==> src/rtl/vga_frame_flip_ctrl.sv <==
// Frame-synchronous double-buffer controller: vsync sync/edge detect, Avalon-MM regs, tear-free flips.
// Latency: readdata 1 cycle; vs_in boundary to fb_base/FRONT update 3 edges, irq one edge later.
// Backpressure: none; slave always accepts, flip requests beyond one outstanding are dropped.
module vga_frame_flip_ctrl #(
  parameter bit          VS_ACTIVE_LOW = 1'b1,
  parameter logic [31:0] BUF0_RESET    = 32'h0000_0000,
  parameter logic [31:0] BUF1_RESET    = 32'h0004_B000
) (
  input  logic        clk,
  input  logic        reset,
  input  logic [2:0]  address,
  input  logic        chipselect,
  input  logic        write_n,
  input  logic [31:0] writedata,
  output logic [31:0] readdata,
  input  logic        vs_in,
  output logic [31:0] fb_base,
  output logic        irq
);

  typedef enum logic {IDLE = 1'b0, PENDING = 1'b1} state_t;

  localparam logic [2:0] A_BUF0   = 3'd0;
  localparam logic [2:0] A_BUF1   = 3'd1;
  localparam logic [2:0] A_CTRL   = 3'd2;
  localparam logic [2:0] A_STATUS = 3'd3;
  localparam logic [2:0] A_EVENT  = 3'd4;
  localparam logic [2:0] A_FRAMES = 3'd5;

  state_t      state, state_next;
  logic        commit;
  logic        vs_norm;
  logic        s1, s2, s3;
  logic        frame_edge;
  logic        wr;
  logic        flip_wr;
  logic        front, front_next;
  logic        irq_en;
  logic [1:0]  event_q;
  logic [1:0]  event_set, event_clr;
  logic [31:0] buf0, buf1;
  logic [31:0] frames;
  logic [31:0] rd_mux;

  // vsync normalised to active-high so a boundary is always a rising edge of s2
  assign vs_norm    = VS_ACTIVE_LOW ? ~vs_in : vs_in;
  assign frame_edge = s2 & ~s3;

  assign wr      = chipselect & ~write_n;
  assign flip_wr = wr && (address == A_CTRL) && writedata[0];

  // two-flop synchroniser plus one history flop for edge detection
  always_ff @(posedge clk) begin
    if (reset) begin
      s1 <= 1'b0;
      s2 <= 1'b0;
      s3 <= 1'b0;
    end else begin
      s1 <= vs_norm;
      s2 <= s1;
      s3 <= s2;
    end
  end

  // flip FSM state register; reset discards any pending request
  always_ff @(posedge clk) begin
    if (reset) state <= IDLE;
    else       state <= state_next;
  end

  // flip FSM next state: a request seen in an edge cycle waits for the next edge
  always_comb begin
    state_next = state;
    commit     = 1'b0;
    case (state)
      IDLE: begin
        if (flip_wr) state_next = PENDING;
      end
      PENDING: begin
        if (frame_edge) begin
          state_next = IDLE;
          commit     = 1'b1;
        end
      end
      default: state_next = IDLE;
    endcase
  end

  assign front_next = front ^ commit;

  // front selector and displayed base only move on a frame boundary
  always_ff @(posedge clk) begin
    if (reset) begin
      front   <= 1'b0;
      fb_base <= BUF0_RESET;
    end else begin
      front <= front_next;
      if (frame_edge) fb_base <= front_next ? buf1 : buf0;
    end
  end

  // buffer base and control registers
  always_ff @(posedge clk) begin
    if (reset) begin
      buf0   <= BUF0_RESET;
      buf1   <= BUF1_RESET;
      irq_en <= 1'b0;
    end else if (wr) begin
      case (address)
        A_BUF0:  buf0   <= writedata;
        A_BUF1:  buf1   <= writedata;
        A_CTRL:  irq_en <= writedata[1];
        default: ;
      endcase
    end
  end

  assign event_set = {commit, frame_edge};
  assign event_clr = (wr && (address == A_EVENT)) ? writedata[1:0] : 2'b00;

  // sticky events; a set in the same cycle as its clear is kept
  always_ff @(posedge clk) begin
    if (reset) event_q <= 2'b00;
    else       event_q <= (event_q & ~event_clr) | event_set;
  end

  // frame counter; a CPU write beats a coincident increment
  always_ff @(posedge clk) begin
    if (reset)                              frames <= 32'd0;
    else if (wr && (address == A_FRAMES))   frames <= 32'd0;
    else if (frame_edge)                    frames <= frames + 32'd1;
  end

  // read mux over the current register contents
  always_comb begin
    rd_mux = 32'd0;
    case (address)
      A_BUF0:   rd_mux = buf0;
      A_BUF1:   rd_mux = buf1;
      A_CTRL:   rd_mux = {30'd0, irq_en, 1'b0};
      A_STATUS: rd_mux = {29'd0, s2, (state == PENDING), front};
      A_EVENT:  rd_mux = {30'd0, event_q};
      A_FRAMES: rd_mux = frames;
      default:  rd_mux = 32'd0;
    endcase
  end

  // registered read data and level interrupt
  always_ff @(posedge clk) begin
    if (reset) begin
      readdata <= 32'd0;
      irq      <= 1'b0;
    end else begin
      readdata <= rd_mux;
      irq      <= irq_en & (|event_q);
    end
  end

endmodule

==> config.mk <==
export PLATFORM = sky130hd
export DESIGN_NAME = vga_frame_flip_ctrl
export DESIGN_NICKNAME = d
export VERILOG_FILES = /design/src/rtl/vga_frame_flip_ctrl.sv
export SDC_FILE = /design/constraint.sdc
export NUM_CORES = 1
export LEC_CHECK = 0
export CAP_MARGIN = 20
export CELL_PAD_IN_SITES_DETAIL_PLACEMENT = 0
export CELL_PAD_IN_SITES_GLOBAL_PLACEMENT = 1
export CORE_MARGIN = 5
export CORE_UTILIZATION = 43
export DETAILED_ROUTE_END_ITERATION = 16
export GPL_ROUTABILITY_DRIVEN = 0
export GPL_TIMING_DRIVEN = 0
export PLACE_DENSITY = 0.87
export RECOVER_POWER = 50
export SETUP_SLACK_MARGIN = 0.15
export SLEW_MARGIN = 20
export SYNTH_ARGS = -nofsm -noshare
export SYNTH_HDL_FRONTEND = slang
export SYNTH_SLANG_ARGS = --single-unit
export TNS_END_PERCENT = 100
==> constraint.sdc <==
create_clock -name clk -period 3.4 [get_ports clk]
set_input_delay 0.68 -clock clk [delete_from_list [all_inputs] [get_ports clk]]
set_output_delay 0.68 -clock clk [all_outputs]
set_load 0.02 [all_outputs]
==> results_dict.tcl <==
set metrics [dict create \
    status "completed" \
    finalHoldViolCount 0 \
    die_y_um 138 \
    startpoint_type "input port" \
    r2r_setup_slack_ns 0.93 \
    clkTransAtPathRegs_ns 0.07 \
    period_minus_slack_ns 3.11 \
    core_area_sq_um 15900 \
    period_share_pct 91.4 \
    grt_max_degree 17 \
    layout-drive-gt1-share_pct 4.36 \
    dp_hpwl_mm 14.5 \
    ant_nets 0 \
    cts_tree "built" \
    vias 6317 \
    r2r-start "frames[2]" \
    dp.cells 1147 \
    routedWlPerCell_um 17.0 \
    hold_start "s1" \
    fp.dieW_um 138 \
    rsz0062_at_grt "no" \
    cts_buffer_depth 2 \
    grt_pass1_vias 5814 \
    drt_iter0_markers 449 \
    cp.required_ns 3.68 \
    hold_end "s2" \
    synthCells 829 \
    tightest_slew_ns 0.830 \
    ys_async_sr_fraction_pct 0 \
    grtUsageTotal_pct 21.6 \
    maxCapViolations 0 \
    synth_seq_cells 169 \
    multiInputGateArea_sq_um 3310 \
    netlist_area_sq_um 7000 \
    slew_violations 0 \
    layout.cells.non_filler 1179 \
    power_density_nw_per_um2 501 \
    hold_buffers 0 \
    row_count 46 \
    setup_viol_count_final 0 \
    design_area_sq_um 8940 \
    grt_overflow_total 0 \
    ff2ff_path_depth 6 \
    fin_skew_ns 0.00942 \
    drc 0 \
    cts-root-buf "clkbuf_16" \
    diodes 0 \
    clkLatencyLatePin_ns 0.43 \
    port_buffers 102 \
    dieArea_sq_um 18900 \
    grt_pass1_wl_mm 31.2 \
    io-pin-count 105 \
    synth_cell_types 41 \
    viasPerCell 5.36 \
    dr.pass1.iters 6 \
    ir_worst_vdd_uv 391 \
    layout.nets 991 \
    syn2layout_area_growth_pct 27.7 \
    synth-seq-area-share_pct 48.3 \
    post_cts_buffers 0 \
    end_kind "flip-flop" \
    reg2reg_to "frames[25]" \
    antenna_found_initial 0 \
    cts.sinks 169 \
    synth-edff-count 0 \
    regArea_sq_um 3380 \
    syn_nets 870 \
    holdPathStages 1 \
    finalPower_mw 4.47 \
    relSlewSlack_pct 43.9 \
    yosys_warnings 0 \
    cp.arrival_ns 3.39 \
    power.leakage_nw 3.39 \
    fillCellCount 1539 \
    fin_tns_setup_ns 0 \
    cts_buffers 17 \
    wl_mm 20.0 \
    hold_class "reg2reg" \
    cp_max_fo 10 \
    max_freq_mhz 322 \
    cts_resized 0 \
    avgSynthCellArea_sq_um 8.44 \
    initial_utilization_pct 43.9 \
    synth_ff_type "dfxtp_1" \
    htree_levels 4 \
    path_class "in2reg" \
    post-route-util_pct 56.1 \
    dpl-instance-area_sq_um 8290 \
]
[where the power goes]
group          total (mW)  leakage (nW)  switching, mW  internal (mW)
registers            2.04          1.37         0.0212           2.01
clock network        2.14         0.320          0.799           1.34
logic               0.298          1.70          0.178          0.120
total                4.47          3.39          0.998           3.48
[layout make-up]
| type | instances | share of cell area, % |
|---|---|---|
| Inverter | 5 | 0.210 |
| Tap cell | 216 | 3.02 |
| Multi-Input combinational cell | 588 | 37.1 |
| Timing Repair Buffer | 102 | 11.4 |
| Clock inverter | 12 | 2.18 |
| Clock buffer | 20 | 5.11 |
| Buffer | 67 | 3.12 |
| Sequential cell | 169 | 37.9 |
[worst max-delay path, cell delays in order]
cell and delay (ns):
dlygate4sd3_1 0.64, nor4bb_1 0.76, a21o_1 0.24, clkbuf_1 0.41
clkbuf_1 0.55, a21oi_1 0.11
[registers in the layout, indices dropped and copies added (netlist names)]
name	cells
buf0	32
buf1	32
fb_base	32
frames	32
readdata	32
event_q	2
front	1
irq	1
irq_en	1
s1	1
s2	1
s3	1
state	1
[cells in the final DEF, fill, tap and decap left out, drive strengths merged, types with 2 or more instances in the layout]
master           n
dfxtp          169
nand2          144
a21oi          115
nor2           105
clkbuf          77
mux2i           67
dlygate4sd3     67
clkdlybuf4s50   35
a211oi          32
or4             16
o31ai           15
nand3           12
buf             10
nand4            9
o21ai            7
nand3b           6
xnor2            6
inv              6
or3              6
nor2b            5
nand2b           5
nor4             5
bufinv           5
clkinv           5
and4             4
and2             4
o21a             3
nor3             3
nand4b           3
nor4b            2
xor2             2
nor3b            2
[worst max path at each step]
stage	from	cells after the start	endpoint	slack, ns
floorplan	address[0]	7	buf0[10]	1.26
global placement	address[1]	6	frames[5]	0.02
detailed placement	address[1]	6	frames[30]	0.05
CTS	address[1]	6	frames[30]	0.49
global route	address[1]	6	frames[30]	0.22
finish	address[1]	6	frames[30]	0.29
[Yosys cell counts, types with 2 or more instances]
library cell  count  share of area [%]
nor2_1          105                5.6
xnor2_1           6               0.75
o21a_1            3               0.32
nand3_1          12               0.86
nand2_1         144                7.7
dfxtp_1         169                 48
xor2_1            2               0.25
buf_6             3               0.48
nor3_1            3               0.21
inv_1             5               0.27
nor2b_1           5               0.45
nand3b_1          6               0.64
nand2b_1          5               0.45
and2_1            4               0.36
buf_1             4               0.21
clkbuf_1         51                2.7
o21ai_0           7               0.50
or4_1            16                1.7
or3_1             5               0.45
o31ai_1          15                1.6
nand4b_1          3               0.38
a21oi_1         115                8.2
mux2i_1          67                9.6
nor3b_1           2               0.21
and4_1            4               0.50
nand4_1           9               0.80
a211oi_1         32                3.4
nor4b_1           2               0.25
buf_2             9               0.64
nor4_1            5               0.45
[cell families (layout without fill, tap and decap cells)]
kind of cell	after synthesis	after routing	share of synthesized area (%)
adders and majority gates	1	1	0.179
and+or+nand+nor	334	334	21.6
xor gates and xnor gates	8	8	1.00
DFF	169	169	48.3
buffers and inverters	72	206	4.34
muxes	69	69	10.1
AOI/OAI and AO/OA	176	176	14.5
[through the flow]
step / hold WS, ns / setup WS [ns]
after detailed placement: 0.426 / 0.0451
after global routing: 0.457 / 0.223
after global placement: 0.419 / 0.0183
after floorplan: 0.414 / 1.26
final: 0.440 / 0.293
after CTS: 0.441 / 0.491
[metal layers]
metal / vias up / wire (um) / global-route usage, %
met1: 2951 / 8940 / 29.5
met4: 0 / 354 / 6.32
met5: - / 0 / 0
met3: 30 / 1380 / 5.08
li1: 3115 / - / -
met2: 221 / 9340 / 33.9
No activity file was read; power rests on OpenSTA's default activity.
